**config.mk**
```make
export PLATFORM = sky130hd
export DESIGN_NAME = pu_layer_sequencer
export DESIGN_NICKNAME = d
export VERILOG_FILES = /design/src/rtl/pu_layer_sequencer_pkg.sv /design/src/rtl/pu_layer_sequencer_loop_counter.sv /design/src/rtl/pu_layer_sequencer.sv
export SDC_FILE = /design/constraint.sdc
export NUM_CORES = 1
export LEC_CHECK = 0
export CAP_MARGIN = 20
export CORE_UTILIZATION = 25
export DETAILED_ROUTE_END_ITERATION = 12
export HOLD_SLACK_MARGIN = 0.05
export MAX_ROUTING_LAYER = met4
export PLACE_DENSITY = 0.46
export RECOVER_POWER = 25
export SETUP_SLACK_MARGIN = 0.5
export SKIP_CTS_REPAIR_TIMING = 1
export SLEW_MARGIN = 10
export SYNTH_ARGS = -nofsm -noshare
export SYNTH_HDL_FRONTEND = slang
export SYNTH_HIERARCHICAL = 1
export SYNTH_SLANG_ARGS = --single-unit
export TNS_END_PERCENT = 1
```
**constraint.sdc**
```tcl
create_clock -name clk -period 7 [get_ports clk]
set_input_delay 0.7 -clock clk [delete_from_list [all_inputs] [get_ports clk]]
set_output_delay 0.7 -clock clk [all_outputs]
set_load 0.1 [all_outputs]
```
**src/rtl/pu_layer_sequencer_pkg.sv**
```systemverilog
// Shared state encoding and defaults for the PU layer sequencer.
package pu_layer_sequencer_pkg;

  localparam int STATE_WIDTH = 3;
  localparam int PU_MAX_LAYERS = 8;

  typedef enum logic [STATE_WIDTH-1:0] {
    S_IDLE  = 3'd0,
    S_CFG   = 3'd1,
    S_ISSUE = 3'd2,
    S_WAIT  = 3'd3,
    S_NEXT  = 3'd4,
    S_DONE  = 3'd5
  } pu_state_e;

endpackage

```
**src/rtl/pu_layer_sequencer_loop_counter.sv**
```systemverilog
// Clear/increment loop counter with a terminal-match flag.
module pu_loop_counter #(
  parameter int W = 16
) (
  input  logic         clk,
  input  logic         rst_n,
  input  logic         clr,
  input  logic         inc,
  input  logic [W-1:0] term,
  output logic [W-1:0] cnt,
  output logic         at_term
);

  logic [W-1:0] cnt_q;
  logic [W-1:0] cnt_d;

  always_comb begin
    cnt_d = cnt_q;
    if (clr)
      cnt_d = '0;
    else if (inc)
      cnt_d = cnt_q + 1'b1;
  end

  always_ff @(posedge clk or negedge rst_n) begin
    if (!rst_n)
      cnt_q <= '0;
    else
      cnt_q <= cnt_d;
  end

  assign cnt = cnt_q;
  assign at_term = (cnt_q == term);

endmodule

```
**src/rtl/pu_layer_sequencer.sv**
```systemverilog
// Layer/tile run sequencer between host control and the PE array.
module pu_layer_sequencer
  import pu_layer_sequencer_pkg::*;
#(
  parameter int LAYER_PARAM_WIDTH = 10,
  parameter int TILE_CNT_WIDTH = 16,
  parameter int MAX_LAYERS = PU_MAX_LAYERS
) (
  input  logic                         clk,
  input  logic                         reset,
  input  logic                         start,
  input  logic                         abort,
  input  logic [LAYER_PARAM_WIDTH-1:0] num_layers,
  output logic                         cfg_req,
  output logic [LAYER_PARAM_WIDTH-1:0] cfg_layer,
  input  logic                         cfg_valid,
  input  logic [TILE_CNT_WIDTH-1:0]    cfg_num_tiles,
  output logic                         tile_start,
  output logic [TILE_CNT_WIDTH-1:0]    tile_idx,
  input  logic                         tile_done,
  output logic [LAYER_PARAM_WIDTH-1:0] layer_idx,
  output logic [STATE_WIDTH-1:0]       state,
  output logic                         busy,
  output logic                         done
);

  localparam logic [LAYER_PARAM_WIDTH-1:0] MAX_L =
    LAYER_PARAM_WIDTH'(MAX_LAYERS);

  pu_state_e state_q, state_d;
  logic [LAYER_PARAM_WIDTH-1:0] layers_lat_q, layers_lat_d;
  logic [TILE_CNT_WIDTH-1:0]    tiles_lat_q, tiles_lat_d;
  logic zero_done_q, zero_done_d;

  logic t_clr, t_inc, t_last;
  logic l_clr, l_inc, l_last;

  pu_loop_counter #(.W(TILE_CNT_WIDTH)) u_tile_cnt (
    .clk     (clk),
    .rst_n   (reset),
    .clr     (t_clr),
    .inc     (t_inc),
    .term    (tiles_lat_q - 1'b1),
    .cnt     (tile_idx),
    .at_term (t_last)
  );

  pu_loop_counter #(.W(LAYER_PARAM_WIDTH)) u_layer_cnt (
    .clk     (clk),
    .rst_n   (reset),
    .clr     (l_clr),
    .inc     (l_inc),
    .term    (layers_lat_q - 1'b1),
    .cnt     (layer_idx),
    .at_term (l_last)
  );

  always_comb begin
    state_d      = state_q;
    layers_lat_d = layers_lat_q;
    tiles_lat_d  = tiles_lat_q;
    zero_done_d  = 1'b0;
    t_clr = 1'b0;
    t_inc = 1'b0;
    l_clr = 1'b0;
    l_inc = 1'b0;
    case (state_q)
      S_IDLE: begin
        if (start) begin
          if (num_layers == '0) begin
            zero_done_d = 1'b1;
          end else begin
            layers_lat_d = (num_layers > MAX_L) ? MAX_L : num_layers;
            t_clr   = 1'b1;
            l_clr   = 1'b1;
            state_d = S_CFG;
          end
        end
      end
      S_CFG: begin
        if (cfg_valid) begin
          tiles_lat_d = cfg_num_tiles;
          state_d = (cfg_num_tiles == '0) ? S_NEXT : S_ISSUE;
        end
      end
      S_ISSUE: state_d = S_WAIT;
      S_WAIT: begin
        if (tile_done) begin
          if (t_last) begin
            state_d = S_NEXT;
          end else begin
            t_inc   = 1'b1;
            state_d = S_ISSUE;
          end
        end
      end
      S_NEXT: begin
        if (l_last) begin
          state_d = S_DONE;
        end else begin
          l_inc   = 1'b1;
          t_clr   = 1'b1;
          state_d = S_CFG;
        end
      end
      S_DONE: state_d = S_IDLE;
      default: begin
        t_clr   = 1'b1;
        l_clr   = 1'b1;
        state_d = S_IDLE;
      end
    endcase
    // Abort wins over any transition chosen above.
    if (abort && state_q != S_IDLE) begin
      state_d      = S_IDLE;
      layers_lat_d = '0;
      tiles_lat_d  = '0;
      t_clr = 1'b1;
      t_inc = 1'b0;
      l_clr = 1'b1;
      l_inc = 1'b0;
    end
  end

  always_ff @(posedge clk or negedge reset) begin
    if (!reset) begin
      state_q      <= S_IDLE;
      layers_lat_q <= '0;
      tiles_lat_q  <= '0;
      zero_done_q  <= 1'b0;
    end else begin
      state_q      <= state_d;
      layers_lat_q <= layers_lat_d;
      tiles_lat_q  <= tiles_lat_d;
      zero_done_q  <= zero_done_d;
    end
  end

  assign state      = state_q;
  assign busy       = (state_q != S_IDLE);
  assign cfg_req    = (state_q == S_CFG);
  assign cfg_layer  = layer_idx;
  assign tile_start = (state_q == S_ISSUE);
  assign done       = (state_q == S_DONE) | zero_done_q;

endmodule

```
# After elaboration in Yosys (flattened, before gate mapping)
# Index checks and enable logic that the tools add are counted.
[classes] addsub=4 order_cmp=1 eq_ne=12 mux=37 n_bitwise=1 n_reduce_logical=16
[op_table] cell="16-bit 2-to-1 mux" count=5
[op_table] cell="10-bit 2-to-1 mux" count=7
[op_table] cell="3-bit 2-to-1 mux" count=8
[op_table] cell="16-bit by 1-bit adder with 16-bit output (second input constant)" count=1
[op_table] cell="16-bit equality test" count=1
[op_table] cell="16-bit zero test" count=1
[op_table] cell="16-bit by 1-bit subtractor with 16-bit output (second input constant)" count=1
[op_table] cell="3-bit case mux with 5 select lines" count=1
[op_table] cell="1-bit 2-to-1 mux" count=14
[op_table] cell="2-bit nonzero test" count=6
[op_table] cell="10-bit by 1-bit adder with 10-bit output (second input constant)" count=1
[op_table] cell="10-bit equality test" count=1
[op_table] cell="10-bit by 4-bit greater-than comparator with 1-bit output (second input constant)" count=1
[op_table] cell="10-bit zero test" count=1
[op_table] cell="10-bit by 1-bit subtractor with 10-bit output (second input constant)" count=1
[op_table] cell="3-bit != test (second input constant)" count=3
[op_table] cell="3-bit by 2-bit equality test with 1-bit output (second input constant)" count=2
[op_table] cell="3-bit equality test (second input constant)" count=2
[op_table] cell="5-bit OR reduction" count=1
[op_table] cell="4-bit AND reduction" count=1
[op_table] cell="4-bit OR reduction" count=1
[op_table] cell="3-bit by 1-bit equality test with 1-bit output (second input constant)" count=1
[op_table] cell="3-bit zero test" count=1
[op_table] cell="3-bit by 1-bit != test with 1-bit output (second input constant)" count=1
[op_table] cell="8 further kinds" count=8
[word_totals] register_bits=56 in_bits=32 wordCells=77

# Longest topological paths before layout
# Gate-level depths: netlist of the first run.
[logic_depth] word_depth=8 ltp_mapped=16 mapped_depth_nobuf=15

# By module
# The synthesis of the first run kept the hierarchy.
[modules_own_cells] mod="pu_layer_sequencer" n_inst=1 cells_each=198 area_each_um2=1840.5 seq_area_each_um2=750.7
[modules_own_cells] mod="pu_loop_counter (u_tile_cnt)" n_inst=1 cells_each=104 area_each_um2=1024.7 seq_area_each_um2=400.4
[modules_own_cells] mod="pu_loop_counter (u_layer_cnt)" n_inst=1 cells_each=61 area_each_um2=594.3 seq_area_each_um2=250.2

# Worst setup path after synthesis of the first run
# No wires, ideal clock.
[synth_timing] path_type="register to output" start="register state_q[1], in the netlist state[1]" end="output port tile_start" arrival_ns=2.648 required_ns=6.300 setup_slack_ns=3.652 path_stages_with_launch=4 path_cell_list="dfrtp_1 buf_2 nand2b_1 nor2_1"
[synth_between] elab_chain_cells=1
[synth_rtl] item="start: declaration" line_no="pu_layer_sequencer.sv:30" source="pu_state_e state_q, state_d;"
[synth_rtl] item="start signal: assignment" line_no="pu_layer_sequencer.sv:132" source="state_q <= state_d;"
[synth_rtl] item="3-bit by 2-bit equality test with 1-bit output" line_no="pu_layer_sequencer.sv:143" source="assign tile_start = (state_q == S_ISSUE);"
[synth_rtl] item="end: declaration" line_no="pu_layer_sequencer.sv:18" source="output logic tile_start,"
# No other way between the ends.

# Final worst setup path of the first run
[layout_timing] start="register tiles_lat_q[10]" end="register u_tile_cnt.cnt_q[14], in the netlist u_tile_cnt/cnt[14]"
[layout_between] elab_chain_cells=7
[layout_rtl] item="start: declaration" line_no="pu_layer_sequencer.sv:32" source="logic [TILE_CNT_WIDTH-1:0] tiles_lat_q, tiles_lat_d;"
[layout_rtl] item="start signal: assignment" line_no="pu_layer_sequencer.sv:134" source="tiles_lat_q <= tiles_lat_d;"
[layout_rtl] item="16-bit by 1-bit subtractor with 16-bit output" line_no="pu_layer_sequencer.sv:43" source=".term (tiles_lat_q - 1'b1),"
[layout_rtl] item="16-bit equality test" line_no="pu_layer_sequencer_loop_counter.sv:33" source="assign at_term = (cnt_q == term);"
[layout_rtl] item="via t_last" line_no="pu_layer_sequencer.sv:35" source="logic t_clr, t_inc, t_last;"
[layout_rtl] item="1-bit 2-to-1 mux" line_no="pu_layer_sequencer.sv:89" source="if (t_last) begin"
[layout_rtl] item="1-bit 2-to-1 mux" line_no="pu_layer_sequencer.sv:88" source="if (tile_done) begin"
[layout_rtl] item="1-bit 2-to-1 mux" line_no="pu_layer_sequencer.sv:67" source="case (state_q)"
[layout_rtl] item="1-bit 2-to-1 mux" line_no="pu_layer_sequencer.sv:114" source="if (abort && state_q != S_IDLE) begin"
[layout_rtl] item="via t_inc" line_no="pu_layer_sequencer.sv:35"
[layout_rtl] item="2-bit nonzero test (no line)"
[layout_rtl] item="end signal: assignment" line_no="pu_layer_sequencer_loop_counter.sv:29" source="cnt_q <= cnt_d;"
[layout_rtl] item="end: declaration" line_no="pu_layer_sequencer_loop_counter.sv:14" source="logic [W-1:0] cnt_q;"
# The timed path passes the listed nets, and every way through them passes these cells.
# A chain may end at the register's enable or synchronous reset.

==> results of run 1 <==
[flip-flops by register name (all words and copies together), names as in the netlist]
signal,cells
tiles_lat_q,16
u_tile_cnt/cnt,16
layers_lat_q,10
u_layer_cnt/cnt,10
state,3
zero_done_q,1
[routing by layer]
metal  track usage [%]  vias to the layer above  part of all wire [%]
li1                  -                     1384                     -
met1             17.96                     1283                    52
met2             17.70                       54                    43
met3             2.139                        7                   3.2
met4             3.750                        0                   1.3
met5                 -                        -                     0
[stage by stage]
stage	util [%]	power, W	area, um^2	std cells	setup WS (ns)
final	33.25	0.001480	4438	599	3.209
after global routing	33.25	0.001590	4438	599	2.802
after CTS	33.28	0.001507	4442	599	3.219
after detailed placement	32.16	0.001238	4293	591	3.228
after global placement	32.16	0.001233	4293	591	3.276
after floorplan	-	0.001072	3460	363	3.652
[cells in the final DEF, fill, tap and decap left out, types with 2 or more instances in the layout]
cell type / n
sky130_fd_sc_hd__a22o_1: 16
sky130_fd_sc_hd__or3_1: 8
sky130_fd_sc_hd__o31ai_1: 5
sky130_fd_sc_hd__dfrtp_1: 56
sky130_fd_sc_hd__a21oi_1: 10
sky130_fd_sc_hd__a31oi_1: 2
sky130_fd_sc_hd__xor2_1: 22
sky130_fd_sc_hd__nand3_1: 7
sky130_fd_sc_hd__nand4_1: 12
sky130_fd_sc_hd__mux2i_1: 5
sky130_fd_sc_hd__and2_1: 6
sky130_fd_sc_hd__inv_1: 14
sky130_fd_sc_hd__nor3_2: 2
sky130_fd_sc_hd__clkbuf_16: 5
sky130_fd_sc_hd__xnor2_1: 39
sky130_fd_sc_hd__clkdlybuf4s50_1: 73
sky130_fd_sc_hd__ha_1: 4
sky130_fd_sc_hd__clkinv_2: 2
sky130_fd_sc_hd__nor2_1: 33
sky130_fd_sc_hd__and3_1: 2
sky130_fd_sc_hd__or4_1: 2
sky130_fd_sc_hd__nor4_1: 13
sky130_fd_sc_hd__o21ai_0: 8
sky130_fd_sc_hd__nand2_1: 30
sky130_fd_sc_hd__buf_4: 3
sky130_fd_sc_hd__nand2b_1: 4
sky130_fd_sc_hd__nor3_1: 12
[worst max-delay path, cell delays in order, from the launching register on]
cell and delay (ns):
sky130_fd_sc_hd__dfrtp_1 0.41, sky130_fd_sc_hd__or3_4 0.41, sky130_fd_sc_hd__or4_4 0.44, sky130_fd_sc_hd__nor3_2 0.18, sky130_fd_sc_hd__xor2_1 0.21, sky130_fd_sc_hd__xnor2_1 0.17
sky130_fd_sc_hd__nand4_1 0.12, sky130_fd_sc_hd__nor4_1 0.59, sky130_fd_sc_hd__nor4_1 0.17, sky130_fd_sc_hd__buf_4 0.22, sky130_fd_sc_hd__o211ai_1 0.30, sky130_fd_sc_hd__nor4_4 0.08
sky130_fd_sc_hd__nand3_2 0.09, sky130_fd_sc_hd__mux2_4 0.29
[report_power, final]
part	total [W]	internal (W)	switching, W
sequential	0.000445	0.000370	0.0000747
combinational	0.000777	0.000325	0.000452
clock	0.000258	0.000142	0.000116
[cells by family after synthesis]
family | count (synthesis) | synth area share, %
mux | 7 | 2.206
compound gates | 50 | 11.03
fa+ha+maj | 5 | 1.736
buf+inv | 40 | 5.931
xor+xnor | 61 | 15.44
flops | 56 | 40.51
simple gates | 144 | 23.15
[area by class of cell]
class / count / area (um^2)
Sequential cell: 56 / 1401
Timing Repair Buffer: 78 / 762.0
Fill cell: 1400 / 8910
Tap cell: 176 / 220.2
Clock buffer: 6 / 138.9
Inverter: 14 / 52.55
Multi-Input combinational cell: 267 / 1853
Clock inverter: 2 / 10.01
[worst max path at each step]
stage / cells past startpoint / startpoint / endpoint / slack (ns)
after floorplan: 3 / state[1] / tile_start / 3.65
after global placement: 13 / tiles_lat_q[10] / u_tile_cnt/cnt[14] / 3.28
after detailed placement: 13 / tiles_lat_q[10] / u_tile_cnt/cnt[14] / 3.23
after CTS: 13 / tiles_lat_q[10] / u_tile_cnt/cnt[14] / 3.22
after global routing: 13 / tiles_lat_q[3] / u_tile_cnt/cnt[14] / 2.80
final: 13 / tiles_lat_q[10] / u_tile_cnt/cnt[14] / 3.21
==> flow_summary.ini, run 1 <==
[clock_tree]
clock_slew_seen_by_the_registers_of_the_worst_setup_and_hold_paths_ns = 0.07
cts-root-buf = sky130_fd_sc_hd__clkbuf_16
cts_max_level = 2
clock_path_buffers = 2
cts_inserted_buffers = 5
clock_sink_count = 56
clock_insertion_delay_worst_skew_ns = 0.29
cts_tree = yes

[timing]
total_of_endpoints_with_negative_setup_slack_in_the_final_report = 0
share_of_the_clock_period_used_by_the_worst_path_after_layout_pct = 54.16
worst_slew_pin_slew_ns = 3.064
achievable_freq_mhz = 263.8
finalMaxSlewViolations = 57
timing_hold_violations_final = 0
final_period_minus_worst_setup_slack_ns = 3.791
fin_worst_hold_slack_ns = 0.5108
finalClockSkew_ns = 0.005490
rsz0062_at_grt = false
max_slew_margin_pct = -104.3
fin_setup_tns_ns = 0

[global_routing]
overflow = 0
first_pass_grt_wire_length_um = 13920
gr-usage-all-layers_pct = 12.47
grt_start_max_net_pins = 57
grt_pass1_vias = 2709
number_of_antenna_violations_at_the_first_check_in_global_routing = 0

[worst_setup_path]
category_of_the_critical_setup_timing_path = flip-flop to flip-flop
end_kind = flip-flop
r2r_end = u_tile_cnt/cnt[14]
rr_startpoint = tiles_lat_q[10]
worstSetupStartpointType = flip-flop
register_to_register_setup_slack_ns = 3.21
worst-endpoint-arrival_ns = 3.97
cp_max_fo = 7
required_ns = 7.18
timing.reg2reg.worst_path_depth = 13

[floorplanning]
num_io_pins = 75
dieArea_um2 = 14310
chipHeight_um = 119.6
core-area_um2 = 13350
fp.dieW_um = 119.6
row_count = 42
starting_density_of_the_core_pct = 25.92

[logic_synthesis]
synth.top_cell.area_share_pct = 40.51
netlist-cell-type-count = 51
dominantRegCellSynth = sky130_fd_sc_hd__dfrtp_1
synthesis.instances = 363
net_count_after_synthesis = 399
synth_area_um2 = 3460
yosys_warnings = 6
synthDominantAreaCellType = sky130_fd_sc_hd__dfrtp_1
synth.most_common_cell = sky130_fd_sc_hd__dfrtp_1
synth-edff-count = 0
number_of_flip_flops_and_latches_in_the_synthesized_netlist = 56
synth_commonest_cells = sky130_fd_sc_hd__dfrtp_1 (56), sky130_fd_sc_hd__xnor2_1 (39), sky130_fd_sc_hd__nor2_1 (33), sky130_fd_sc_hd__nand2_1 (30), sky130_fd_sc_hd__xor2_1 (22)
synth_async_sr_flop_share_pct = 100.0
syn_avg_cell_area_um2 = 9.530
cell_types_with_the_largest_area_share_after_synthesis = sky130_fd_sc_hd__dfrtp_1 (41%), sky130_fd_sc_hd__xnor2_1 (9.9%), sky130_fd_sc_hd__xor2_1 (5.6%), sky130_fd_sc_hd__a22o_1 (4.1%), sky130_fd_sc_hd__nor2_1 (3.6%)
synth_sequential_area_ratio_pct = 40.51

[outcome]
violations = capacitance limit, slew limit
run_status = finished with violations

[min_path]
worst_hold_path_type = flip-flop to flip-flop
hold_path_depth = 1
worstHoldStart = layers_lat_q[4]
worst_hold_path.endpoint = layers_lat_q[4]

[placement]
port_buffer_count = 74
hpwl_um = 6305
place_congestion = 0.7943

[pwr]
cellLeakagePower_nw = 1.759
vdd_drop_max_v = 0.0002694
p_per_area_nw_per_um2 = 333.5

[drt]
routed_via_density = 4.554
detail_route.wl_per_cell_um = 13.71
dr.first_iter.drc_count = 121
route.antenna.remaining_nets = 0
post-route-drc-count = 0
detailroute.via_count = 2728
drt_first_pass_iters = 4
totalWireLength_um = 8212

[layout]
area_growth_syn_to_layout_pct = 28.28
n_antenna_cell = 0
final_layout_size_suffix_gt1_share_pct = 7.092
layout.nets = 458

[run]
timing.max_cap.violations = 1
(Power assumes the default switching activity.)
==> inputs of run 2 (changes only) <==
==> constraint.sdc (replaced) <==
create_clock -name clk -period 3.9 [get_ports clk]
set_input_delay 0.39 -clock clk [delete_from_list [all_inputs] [get_ports clk]]
set_output_delay 0.39 -clock clk [all_outputs]
set_load 0.1 [all_outputs]
==> run 2 against run 1 <==
The flow still finishes with violations (capacitance limit, slew limit). Hold slack lost 0.20 ns. Via count grew 2.4%. Sequential share of layout area shrank 1.1 points. Utilization grew 1.2 points. Clock skew is essentially flat. Non-clock buffer count grew 8. Final cell count grew 1.3%. Critical path depth grew 2. Sequential power grew 81%. Cell area grew 3.6%. Clock power grew 99%. Sequential cell count is the same. Critical path type unchanged. Largest power group unchanged.
==> flow_summary.ini, run 2 (synthesis results as in run 1) <==
[timing]
final_period_minus_worst_setup_slack_ns = 3.463
finalClockSkew_ns = 0.005846
share_of_the_clock_period_used_by_the_worst_path_after_layout_pct = 88.80
timing_hold_violations_final = 0
max_slew_margin_pct = -29.94
finalMaxSlewViolations = 37
worst_slew_pin_slew_ns = 1.949
achievable_freq_mhz = 288.7
rsz0062_at_grt = true
fin_setup_tns_ns = 0
total_of_endpoints_with_negative_setup_slack_in_the_final_report = 0

[layout]
most-common-layout-cells = sky130_fd_sc_hd__clkdlybuf4s50_1 (72), sky130_fd_sc_hd__dfrtp_1 (55), sky130_fd_sc_hd__xnor2_1 (38), sky130_fd_sc_hd__nor2_1 (33), sky130_fd_sc_hd__nand2_1 (29)
n_antenna_cell = 0
layout.nets = 466
leading_cell_type_in_the_layout_fill_and_taps_excluded = sky130_fd_sc_hd__clkdlybuf4s50_1
final_layout_size_suffix_gt1_share_pct = 11.14
final_cell_area_um2 = 4596
area_growth_syn_to_layout_pct = 32.84
nFillCells = 1376
layout.cells.non_filler = 607

[drt]
detailroute.via_count = 2793
route.antenna.remaining_nets = 0
detail_route.wl_per_cell_um = 14.07
routed_via_density = 4.601
drt_first_pass_iters = 4
totalWireLength_um = 8542
dr.first_iter.drc_count = 116
post-route-drc-count = 0

[worst_setup_path]
max_stage_delay_ns = 0.46
required_ns = 4.08
worst-endpoint-arrival_ns = 3.64
critical-path-top-delay-family = simple AND/OR/NAND/NOR gates
category_of_the_critical_setup_timing_path = flip-flop to flip-flop
worstPathBufferInverterCount = 3
crit_start = tiles_lat_q[10]
critical_path.slowest_cell = sky130_fd_sc_hd__or4_4
critPathMostFrequentCell = sky130_fd_sc_hd__nor4_4
worstSetupStartpointType = flip-flop
timing.critical_path.cells = or3_4, or4_4, nand2b_4, xnor2_2, xnor2_1, nand4_1, nor4_4, buf_4, nor4_4, buf_6, o211ai_1, buf_4, nor4_4, nand3_2, mux2_4
cp_max_fo = 6
end_kind = flip-flop
rr_startpoint = tiles_lat_q[10]

[floorplanning]
dieArea_um2 = 14310
chipHeight_um = 119.6
starting_density_of_the_core_pct = 25.92
fp.dieW_um = 119.6
core-area_um2 = 13350
num_io_pins = 75
row_count = 42

[global_routing]
first_pass_grt_wire_length_um = 14100
grt_pass1_vias = 2723
grt_start_max_net_pins = 37
number_of_antenna_violations_at_the_first_check_in_global_routing = 0
gr-usage-all-layers_pct = 12.70
overflow = 0

[placement]
detailed_place.area_um2 = 4298
place_congestion = 0.7918
port_buffer_count = 74
placed_cells = 592
hpwl_um = 6495

[pwr]
cellLeakagePower_nw = 1.829
fin_total_pwr_w = 0.002835
vdd_drop_max_v = 0.0005166
p_per_area_nw_per_um2 = 617.0

[run]
timing.max_cap.violations = 1

[clock_tree]
clock_sink_count = 56
cts_inserted_buffers = 5
cts_max_level = 2
clock_slew_seen_by_the_registers_of_the_worst_setup_and_hold_paths_ns = 0.07
clock_path_buffers = 2
cts-root-buf = sky130_fd_sc_hd__clkbuf_16
cts_tree = yes
clock_insertion_delay_worst_skew_ns = 0.29

[outcome]
run_status = finished with violations
violations = capacitance limit, slew limit

[min_path]
worst_hold_path_type = primary input to async pin
run 2: cell count changes in the layout (fill, tap and decap cells not counted), moves of 2 or more:
cell,previous run,this run
sky130_fd_sc_hd__nor4_1,13,8
sky130_fd_sc_hd__nor4_2,1,4
sky130_fd_sc_hd__buf_4,3,11
sky130_fd_sc_hd__nor4_4,1,3
run 2: path summary, 6_finish.rpt:
check,to,slack (ns),cells after the start
min in group clk,layers_lat_q[4],0.52,1
hold / removal,tiles_lat_q[9],0.31,1
max in group asynchronous,u_layer_cnt/cnt[9],1.19,2
setup / recovery,u_tile_cnt/cnt[14],0.44,15
setup reg to reg,u_tile_cnt/cnt[14],0.44,15
hold reg to reg,layers_lat_q[4],0.52,1
run 2: power breakdown:
group / total (W) / internal [W] / switching, W
combinational: 0.00151 / 0.000637 / 0.000878
clock: 0.000514 / 0.000302 / 0.000212
sequential: 0.000806 / 0.000665 / 0.000141
run 2: area by class of cell:
cell class,instances,area [um^2],share of cell area [%]
multi-input cells,267,1931,42.01
flip-flops and latches,56,1403,30.52
repair buffers,86,822.0,17.89
well taps,176,220.2,4.792
clock buffers,5,125.1,2.723
inverters,14,52.55,1.143
clock inverters,3,42.54,0.9257
run 2: metrics by stage:
step / util (%) / hold WS, ns / worst slack [ns]
final: 34.43 / 0.3138 / 0.4366
after global routing: 34.43 / 0.4246 / 0.2673
after CTS: 33.46 / 0.07083 / 0.1272
after detailed placement: 32.20 / 0.3886 / 0.1346
after global placement: 32.20 / 0.3843 / 0.2096
after floorplan: - / 0.09441 / 0.5957
run 2: routing by layer:
layer  up-vias  track usage (%)  share of wire (%)
met1      1323            17.75                 51
met2        60            18.93                 45
met5         -                -                  0
li1       1403                -                  -
met3         7            1.806                3.0
met4         0            3.906                1.3
==> inputs of run 3 (changes only) <==
--- a/config.mk
+++ b/config.mk
@@ -13,7 +13,6 @@
 export PLACE_DENSITY = 0.46
 export RECOVER_POWER = 25
 export SETUP_SLACK_MARGIN = 0.5
-export SKIP_CTS_REPAIR_TIMING = 1
 export SLEW_MARGIN = 10
 export SYNTH_ARGS = -nofsm -noshare
 export SYNTH_HDL_FRONTEND = slang
==> run 3 against run 2 <==
The flow still finishes with violations (capacitance limit, slew limit). Critical path depth unchanged. Cell area up 1.5%. Non-clock buffer count up 8. Worst setup slack better by 0.11 ns. Via count up 1.8%. Total power up 1.5%. Wire length up 3.2%. Sequential power down 0.7%. Largest power group unchanged.
==> flow_summary.ini, run 3 (synthesis results as in run 1) <==
[placement]
port_buffer_count = 74
detailed_place.area_um2 = 4298
hpwl_um = 6495
place_congestion = 0.7918
place_worst_setup_slack_ns = 0.1346

[timing]
worst_slew_pin_slew_ns = 1.956
finalMaxSlewViolations = 37
achievable_freq_mhz = 298.1
rsz0062_at_grt = true
post-route-worst-setup-slack_ns = 0.5459
total_of_endpoints_with_negative_setup_slack_in_the_final_report = 0
final_period_minus_worst_setup_slack_ns = 3.354
fin_setup_tns_ns = 0
share_of_the_clock_period_used_by_the_worst_path_after_layout_pct = 86.00
max_slew_margin_pct = -30.43
timing_hold_violations_final = 0
fin_worst_hold_slack_ns = 0.3192
finalClockSkew_ns = 0.006453

[clock_tree]
cts_inserted_buffers = 5
clock_insertion_delay_worst_skew_ns = 0.30
cts_tree = yes
cts_max_level = 2
clock_path_buffers = 2
clock_sink_count = 56
clock_slew_seen_by_the_registers_of_the_worst_setup_and_hold_paths_ns = 0.08
cts-root-buf = sky130_fd_sc_hd__clkbuf_16

[pwr]
vdd_drop_max_v = 0.0005203
p_sw_w = 0.001256
cellLeakagePower_nw = 1.876
switching_share_pct = 43.64
p_per_area_nw_per_um2 = 617.0
clockPowerShare_pct = 18.1
power.combinational.fraction_pct = 54.1
internal-power_w = 0.001622
seq_power_share_pct = 27.8

[drt]
wl_met2_um = 3994
routed_via_density = 4.623
drt_first_pass_iters = 4
route.antenna.remaining_nets = 0
totalWireLength_um = 8815
wirelength_met1_um = 4495
wl_met3_um = 207
detail_route.wl_per_cell_um = 14.33
dr.first_iter.drc_count = 106
detailroute.via_count = 2843
top_layer_used = met4
post-route-drc-count = 0

[global_routing]
number_of_antenna_violations_at_the_first_check_in_global_routing = 0
first_pass_grt_wire_length_um = 14570
overflow = 0
gr-usage-all-layers_pct = 13.18
grt_start_max_net_pins = 37
grt_pass1_vias = 2811

[min_path]
worst_hold_path_type = primary input to async pin

[run]
timing.max_cap.violations = 1

[worst_setup_path]
cp_max_fo = 5
critPathMostFrequentCell = sky130_fd_sc_hd__buf_4
category_of_the_critical_setup_timing_path = flip-flop to flip-flop
rr_startpoint = tiles_lat_q[10]
critical-path-top-delay-family = simple AND/OR/NAND/NOR gates
worstSetupStartpointType = flip-flop
worst-endpoint-arrival_ns = 3.54
critical_path.slowest_cell = sky130_fd_sc_hd__or4_4
timing.critical_path.cells = or3_4, or4_4, nand2b_4, xnor2_2, xnor2_1, nand4_1, nor4_4, nor4_4, buf_4, buf_4, buf_4, and3_1, nand4_1, xor2_1, nor2_1
worstPathBufferInverterCount = 3
max_stage_delay_ns = 0.46
required_ns = 4.09
end_kind = flip-flop
crit_start = tiles_lat_q[10]

[floorplanning]
num_io_pins = 75
chipHeight_um = 119.6
fp.dieW_um = 119.6
core-area_um2 = 13350
row_count = 42
dieArea_um2 = 14310
starting_density_of_the_core_pct = 25.92

[outcome]
run_status = finished with violations
violations = capacitance limit, slew limit

[layout]
final_layout_size_suffix_gt1_share_pct = 12.53
leading_cell_type_in_the_layout_fill_and_taps_excluded = sky130_fd_sc_hd__clkdlybuf4s50_1
layout.nets = 474
final_cell_area_um2 = 4664
nFillCells = 1383
n_antenna_cell = 0
most-common-layout-cells = sky130_fd_sc_hd__clkdlybuf4s50_1 (72), sky130_fd_sc_hd__dfrtp_1 (56), sky130_fd_sc_hd__xnor2_1 (38), sky130_fd_sc_hd__nor2_1 (33), sky130_fd_sc_hd__nand2_1 (29)
area_growth_syn_to_layout_pct = 34.83
run 3: area by class of cell:
| cell class | instances | area, um^2 | share of cell area, % |
|---|---|---|---|
| Sequential cell | 56 | 1401 | 30.04 |
| Inverter | 14 | 52.55 | 1.127 |
| Multi-Input combinational cell | 267 | 1939 | 41.58 |
| Timing Repair Buffer | 94 | 883.3 | 18.94 |
| Tap cell | 176 | 220.2 | 4.721 |
| Clock buffer | 5 | 125.1 | 2.682 |
| Clock inverter | 3 | 42.54 | 0.9120 |
run 3: repair_timing:
item | 4_1_cts | 5_1_grt
resized for setup | 10 | 6
hold buffers | 0 | 0
buffers inserted | 11 | 4
setup endpoints to repair | 12 | 14
pin swaps | 11 | 6
run 3: per-layer routing:
| layer | global-route usage, % | vias up |
|---|---|---|
| li1 | - | 1416 |
| met1 | 18.11 | 1368 |
| met2 | 20.16 | 51 |
| met3 | 1.806 | 8 |
| met4 | 3.906 | 0 |
| met5 | - | - |
run 3: power groups by stage:
stage	Combinational [W]	Sequential (W)	Clock, W
5_1_grt	0.00169	0.000818	0.000562
6_report	0.00156	0.000800	0.000522
3_5_place_dp	0.00142	0.000812	0
4_1_cts	0.00149	0.000793	0.000538
2_1_floorplan	0.00109	0.000839	0
3_3_place_gp	0.00141	0.000812	0
run 3: final timing paths:
kind | slack, ns | to | cells past startpoint
max in group asynchronous | 1.17 | u_layer_cnt/cnt[9] | 2
hold / removal | 0.32 | tiles_lat_q[14] | 1
setup reg to reg | 0.55 | u_tile_cnt/cnt[6] | 15
min in group clk | 0.52 | layers_lat_q[4] | 1
setup / recovery | 0.55 | u_tile_cnt/cnt[6] | 15
hold reg to reg | 0.52 | layers_lat_q[4] | 1
run 3: stage by stage:
step	total power [W]	utilization, %	cells
after CTS	0.002823	34.46	611
final	0.002878	34.95	615
after global placement	0.002218	32.20	592
after floorplan	0.001924	-	363
after detailed placement	0.002228	32.20	592
after global routing	0.003070	34.95	615
==> RTL edit, RTL diff (settings of run 2) <==
The parameter `LAYER_PARAM_WIDTH` goes from 10 to 20.
--- a/src/rtl/pu_layer_sequencer.sv
+++ b/src/rtl/pu_layer_sequencer.sv
@@ -2,7 +2,7 @@
 module pu_layer_sequencer
   import pu_layer_sequencer_pkg::*;
 #(
-  parameter int LAYER_PARAM_WIDTH = 10,
+  parameter int LAYER_PARAM_WIDTH = 20,
   parameter int TILE_CNT_WIDTH = 16,
   parameter int MAX_LAYERS = PU_MAX_LAYERS
 ) (
Ports: changed (resized cfg_layer, layer_idx and num_layers); port bits go from 75 to 105. The function was not compared with the original's and may differ.
==> RTL edit against run 2 <==
  * Utilization about the same
  * Setup slack worse by 0.24 ns
  * Synthesized area rose by 36%
  * Sequential power is 19% higher
  * Critical path type unchanged
  * Sequential cell count is 20 higher
  * Critical endpoint unchanged
  * Combinational power down 9%
  * Cell area increased by 37%
  * Routed wire length rose by 44%
  * Total power is 9.4% higher
==> RTL edit: results (changes against run 2) <==
sequential share of the synthesized area=40.3% (-0.18 points); vias after detailed routing=3866 (+38%); layout cells sized above 1=11.5% (+0.33 points); top post-synthesis cells by area=dfrtp_1 40%, xnor2_1 9.1%, xor2_1 7.4%; vias in the first global route=3753 (+38%); Syn Nets=549 (+38%); Max Clock Skew=0.00525 ns (-0.000600 ns); Placement Cell Area=5850 µm² (+36%); Cell Count Post-Placement=802 (+35%); Slowest-stage cell, CP=or4_4; TritonRoute pass-1 iters=4 (unchanged); Worst EP required=4.12 ns (+0.04 ns); ant diodes=0 (unchanged); final net count=635 (+36%); filler instances=1805 (+31%); Static Leakage=2.55 nW (+39%); GPL Wtd Cong=0.834 (+5.3%); Synth Warn #=6 (unchanged); initial DRC count=104 (-10%); first-pass GRT wire length=19700 µm (+40%); htree depth=3 (+1); Post-Synthesis Cells=503 (+39%); Clk pin slew, worst setup/hold paths=0.06 ns; Place WS=0.136 ns (+0.00105 ns); Buffers on Ports=104 (+41%); post-synthesis async set-or-reset flop share=100% (unchanged); status=completed; worst slew pin tran=1.44 ns (-0.505 ns); Hold Path Class=reg -> reg; clk root buf=clkbuf_16; CP delay by family, top=simple AND/OR/NAND/NOR gates; Yosys cell types=57 (+12%); top cells by instance count after synthesis=76 x dfrtp_1, 55 x nor2_1, 49 x xnor2_1; vias per cell=4.70 (+2.2%); CP max stage delay=0.47 ns; hpwl dp=9080 µm (+40%); Longest Clk Path Bufs=2 (unchanged); antenna violations before repair=0 (unchanged); number of buffers created by CTS=9 (+4); Max IR drop VDD=359 µV (-31%); maximum number of pins on one net before global-route repair=77 (+110%); drt wl/cell=15.0 µm (+6.4%); worst skew pair latency=0.33 ns (+0.04 ns); Crit Path Max Fanout=7 (+1); Global Route Usage Sum=13.2% (+0.52 points)
[RTL edit: metal layers]
layer | up-vias | GRT usage, % | part of all wire, %
li1 | 1896 | - | -
met1 | 1874 | 17.0 | 48
met2 | 89 | 20.6 | 48
met3 | 7 | 2.96 | 3.3
met4 | 0 | 4.09 | 0.89
met5 | - | - | 0
[RTL edit: report_power, final]
| part | internal, mW | total, mW | switching, mW |
|---|---|---|---|
| Combinational | 0.582 | 1.38 | 0.799 |
| Clock | 0.443 | 0.760 | 0.316 |
| Sequential | 0.852 | 0.962 | 0.110 |
| Total | 1.88 | 3.10 | 1.23 |
[RTL edit: layout make-up]
| class | count | area (µm²) | area share [%] |
|---|---|---|---|
| Sequential cell | 76 | 1900 | 30.3 |
| Clock buffer | 11 | 243 | 3.87 |
| Multi-Input combinational cell | 369 | 2610 | 41.6 |
| Inverter | 15 | 56.3 | 0.897 |
| Timing Repair Buffer | 118 | 1150 | 18.3 |
| Tap cell | 229 | 287 | 4.57 |
| Clock inverter | 4 | 26.3 | 0.419 |
[RTL edit: final timing paths]
check,start,to,slack (ns),cells after the start
max,tiles_lat_q[4],u_tile_cnt/cnt[14],0.20,15
min,layers_lat_q[19],layers_lat_q[19],0.52,1
max reg2reg,tiles_lat_q[4],u_tile_cnt/cnt[14],0.20,15
min reg2reg,layers_lat_q[19],layers_lat_q[19],0.52,1
max in group asynchronous,reset,tiles_lat_q[2],1.04,3
min in group asynchronous,reset,u_layer_cnt/cnt[17],0.78,2
[RTL edit: cell families (layout without fill, tap and decap cells)]
family	Yosys count	after routing	share of synthesized area, %
AOI/OAI and AO/OA	59	59	9.02
xor gates and xnor gates	90	90	16.9
adders and majority gates	4	4	1.06
buffers and inverters	58	148	6.85
DFF	76	76	40.3
muxes	3	3	0.743
and+or+nand+nor	213	213	25.1
